--- src/rtl/fifo_feed_ctrl.sv ---
// Load/feed sequencer for one edge's bank of DIM preload delay FIFOs:
// preloads one row per FIFO, then shifts the bank for 2*DIM-1 feed cycles.
module fifo_feed_ctrl #(
  parameter int unsigned DIM  = 8,
  parameter int unsigned BITS = 8
) (
  input  logic                        clk,
  input  logic                        rst_n,
  input  logic                        start,
  input  logic                        abort,
  input  logic                        hold,
  input  logic                        in_valid,
  output logic                        in_ready,
  input  logic [DIM*BITS-1:0]         in_data,
  output logic [DIM*BITS-1:0]         fifo_d,
  output logic [DIM-1:0]              fifo_wr,
  output logic                        fifo_en,
  output logic                        feed_valid,
  output logic [$clog2(2*DIM)-1:0]    feed_idx,
  output logic                        busy,
  output logic                        done
);

  localparam int unsigned RW = $clog2(DIM);
  localparam int unsigned SW = $clog2(2*DIM);

  typedef enum logic [1:0] {IDLE, LOAD, SHIFT, DONE} state_t;

  state_t        state;
  logic [RW-1:0] row_cnt;
  logic [SW-1:0] shift_cnt;
  logic          accept;
  logic          feed;
  logic          last_row;
  logic          last_feed;

  // Handshake and strobes react in the same cycle; abort masks all of them.
  assign in_ready   = (state == LOAD) && !abort;
  assign accept     = in_ready && in_valid;
  assign fifo_wr    = accept ? (DIM'(1) << row_cnt) : '0;
  assign fifo_d     = in_data;
  assign feed       = (state == SHIFT) && !hold && !abort;
  assign fifo_en    = feed;
  assign feed_valid = feed;
  assign feed_idx   = shift_cnt;
  assign last_row   = (row_cnt == RW'(DIM - 1));
  assign last_feed  = (shift_cnt == SW'(2*DIM - 2));

  always_ff @(posedge clk or negedge rst_n) begin
    if (!rst_n) begin
      state     <= IDLE;
      row_cnt   <= '0;
      shift_cnt <= '0;
      busy      <= 1'b0;
      done      <= 1'b0;
    end else if (abort) begin
      state     <= IDLE;
      row_cnt   <= '0;
      shift_cnt <= '0;
      busy      <= 1'b0;
      done      <= 1'b0;
    end else begin
      done <= 1'b0;
      case (state)
        IDLE: begin
          if (start) begin
            state     <= LOAD;
            row_cnt   <= '0;
            shift_cnt <= '0;
            busy      <= 1'b1;
          end
        end
        LOAD: begin
          if (accept) begin
            if (last_row) begin
              state   <= SHIFT;
              row_cnt <= '0;
            end else begin
              row_cnt <= row_cnt + RW'(1);
            end
          end
        end
        SHIFT: begin
          // Counter parks on the last index instead of wrapping.
          if (!hold) begin
            if (last_feed) begin
              state <= DONE;
              done  <= 1'b1;
            end else begin
              shift_cnt <= shift_cnt + SW'(1);
            end
          end
        end
        DONE: begin
          state     <= IDLE;
          shift_cnt <= '0;
          busy      <= 1'b0;
        end
        default: begin
          state <= IDLE;
          busy  <= 1'b0;
        end
      endcase
    end
  end

endmodule

--- config.mk ---
export PLATFORM = sky130hd
export DESIGN_NAME = fifo_feed_ctrl
export DESIGN_NICKNAME = d
export VERILOG_FILES = /design/src/rtl/fifo_feed_ctrl.sv
export SDC_FILE = /design/constraint.sdc
export NUM_CORES = 1
export LEC_CHECK = 0
export ABC_AREA = 0
export CAP_MARGIN = 20
export CORE_ASPECT_RATIO = 1.25
export CORE_MARGIN = 2
export CORE_UTILIZATION = 28
export CTS_CLUSTER_DIAMETER = 80
export DETAILED_ROUTE_END_ITERATION = 16
export GPL_ROUTABILITY_DRIVEN = 0
export PLACE_DENSITY_LB_ADDON = 0.12
export SLEW_MARGIN = 20
export SYNTH_ARGS = -nofsm -noshare
export SYNTH_HDL_FRONTEND = slang
export SYNTH_SLANG_ARGS = --single-unit
--- constraint.sdc ---
create_clock -name clk -period 2.3 [get_ports clk]
set_input_delay 0.69 -clock clk [delete_from_list [all_inputs] [get_ports clk]]
set_output_delay 0.69 -clock clk [all_outputs]
set_load 0.01 [all_outputs]
==> metrics.cfg, run 1 <==
[outcome]
status = finished, final reports clean

[layout]
layout.nets = 225
post-route-util_pct = 28.22
drive_gt1_share_pct = 36.62
diodes = 0
fin_area_um2 = 1325
syn_to_final_growth_pct = -1.671
fin_cells = 202

[timing]
finalCritPeriodShare_pct = 97.68
whs_ps = 535.1
drv_slew = 0
fin_skew_ps = 7.113
max_clock_freq_ghz = 0.4451
rsz0062_at_grt = true
hold_violations = 0
max_slew_margin_pct = 62.12
worst_pin_slew_ps = 566.4
finalSetupViolCount = 0
min_period_ps = 2247

[floorplanning]
pin_count = 151
die_h_um = 81.56
die_area_um2 = 5387
rows = 28
die_w_um = 66.05
core_area_um2 = 4695
start_util_pct = 28.70

[critical_path]
required_ps = 1610
r2r_end = state[0]
arrival_ps = 1560
endpoint_kind = output port
r2r_setup_slack_ps = 310
rr_worst_depth = 8
crit_type = reg2out
worst-path-max-fanout = 2
reg2reg_from = state[1]
startpoint_type = flop

[place]
dp.cells = 195
port_buffers = 22
placed_area_um2 = 1281
dp_hpwl_um = 2167

[power_and_ir_drop]
peakVddDrop_uv = 265.9
p_per_area_nw_per_um2 = 745.2
finalPower_mw = 0.9875
p_leak_nw = 0.5949

[synth]
syn_nets = 244
yosysTopAreaCell = buf_4
syn_inst = 162
ys_seq_area_share_pct = 20.43
synth.distinct_cells = 31
synth_area_leaders = buf_4, dfrtp_1, ha_1, nand2b_1, inv_1
syn_area_um2 = 1348
postSynthAreaPerCell_um2 = 8.318
synth-seq-cells = 11
ys.warnings.count = 0
synthDominantCellAreaShare_pct = 36.21

[min_path]
hp-class = reg2reg
min_delay_path_depth = 2
hp-start = busy
min_to = busy

[global_route]
grt_use_total_pct = 10.49
antenna_found_initial = 0
grt_max_degree = 14
grt_pass1_vias = 976
grt_pass1_wl_um = 4264
grt_overflow = 0

[detailed_routing]
wl_per_cell_um = 13.92
routed_via_density = 4.658
drc = 0
vias = 941
wirelength_um = 2811
drt_iter0_drc = 14
ant_nets = 0
firstDrtPassIters = 4

[clock_tree]
cts_max_level = 1
clkTransAtPathRegs_ps = 60
cts_buffers = 3
insertion_delay_ps = 240
cts.sinks = 11
cts_tree = yes
cts_buffer_depth = 2
cts_root_buf = clkbuf_8

[flow_run]
maxCapViolCount = 0

## final cells by class
| type | instances | area (um^2) |
|---|---|---|
| well taps | 60 | 75.07 |
| flip-flops and latches | 11 | 275.3 |
| multi-input cells | 75 | 574.3 |
| inverters | 9 | 33.78 |
| clock buffers | 4 | 45.04 |
| fillers | 533 | 3369 |
| repair buffers | 43 | 321.6 |
## routing by layer
metal	share of wire (%)	global-route usage, %
met1	35	8.909
met2	49	19.39
met3	11	3.699
met4	3.9	8.571
met5	0	0
## metrics by stage
step / setup TNS, ps / setup slack, ps
2_1_floorplan: 0 / 192.0
3_3_place_gp: -6591 / -631.5
3_5_place_dp: -6803 / -687.1
4_1_cts: 0 / 3.466
5_1_grt: -162.9 / -44.56
6_report: 0 / 53.43
## synthesized netlist by cell type
| cell | instances |
|---|---|
| buf_4 | 65 |
| ha_1 | 12 |
| dfrtp_1 | 11 |
| inv_1 | 9 |
| nand2b_1 | 7 |
| nor2_1 | 7 |
| nand2_1 | 6 |
| a21oi_1 | 4 |
| nand3_1 | 4 |
| nor3_1 | 4 |
| o21ai_0 | 4 |
| a221oi_1 | 3 |
| nand4b_1 | 3 |
| and3_2 | 2 |
| mux2i_1 | 2 |
| o32ai_1 | 2 |
| or2b_1 | 2 |
| or4_1 | 2 |
| a21bo_2 | 1 |
| a31oi_1 | 1 |
| and3_1 | 1 |
| buf_2 | 1 |
| clkbuf_1 | 1 |
| mux2_2 | 1 |
| nand4_1 | 1 |
| nor2b_1 | 1 |
| nor3b_1 | 1 |
| o211ai_1 | 1 |
| o22ai_1 | 1 |
| or2_2 | 1 |
| or4b_1 | 1 |
## logic make-up after synthesis
kind of cell    Yosys count  synth area share, %
compound gates           17                8.451
fa+ha+maj                12                11.14
buf+inv                  76                39.37
flops                    11                20.43
mux                       3                2.321
simple gates             43                18.29
## power by group
part / leakage [nW] / switching [mW] / internal [mW]
combinational: 0.421 / 0.259 / 0.282
clock: 0.0228 / 0.0795 / 0.122
sequential: 0.151 / 0.0238 / 0.222
total: 0.595 / 0.362 / 0.626
## cells in the final DEF, fill, tap and decap left out, drive strengths merged, types with 2 or more instances in the layout
master,n
o32ai,2
clkbuf,7
nand2b,7
or2b,2
o21ai,4
nand4b,3
buf,29
dlygate4sd2,2
nand3,4
dfrtp,11
nor3,4
clkdlybuf4s50,8
a221oi,3
nor2,7
nand2,6
mux2i,2
or4,2
a21oi,4
ha,12
inv,9
and3,3
## how the worst max path moves through the flow
stage,depth (start not counted),startpoint,endpoint,slack [ps]
4_1_cts,5,abort,in_ready,3
3_3_place_gp,6,abort,fifo_wr[5],-630
5_1_grt,7,state[1],fifo_wr[1],-40
3_5_place_dp,6,abort,fifo_wr[5],-690
2_1_floorplan,4,state[0],fifo_en,190
6_report,6,state[1],fifo_wr[0],50
## sequential cells by signal, indices dropped and copies added, names as in the netlist
name / cells
feed_idx: 4
done: 1
row_cnt: 3
busy: 1
state: 2
## worst max-delay path, cell delays in order, from the launching register on
cell     delay (ps)
dfrtp_1         390
inv_2            60
ha_2            160
or2b_1          260
buf_4           150
nor3_2          140
buf_2           150
## what timing repair did
item                                    CTS  global route
endpoints found under the setup margin   11             9
pin swaps                                 2             3
resized for setup                        45            12
hold buffers                              0             0
buffers inserted                          2             1
(Power assumes the default switching activity.)
==> inputs of run 2 (changes only) <==
--- a/config.mk
+++ b/config.mk
@@ -6,6 +6,7 @@
 export NUM_CORES = 1
 export LEC_CHECK = 0
 export ABC_AREA = 0
+export ABC_CLOCK_PERIOD_IN_PS = 2300
 export CAP_MARGIN = 20
 export CORE_ASPECT_RATIO = 1.25
 export CORE_MARGIN = 2
@@ -14,7 +15,7 @@
 export DETAILED_ROUTE_END_ITERATION = 16
 export GPL_ROUTABILITY_DRIVEN = 0
 export PLACE_DENSITY_LB_ADDON = 0.12
-export SLEW_MARGIN = 20
+export SLEW_MARGIN = 30
 export SYNTH_ARGS = -nofsm -noshare
 export SYNTH_HDL_FRONTEND = slang
 export SYNTH_SLANG_ARGS = --single-unit
==> results of run 2 <==
The final DEF is identical to that of run 1; final timing and power are the same.
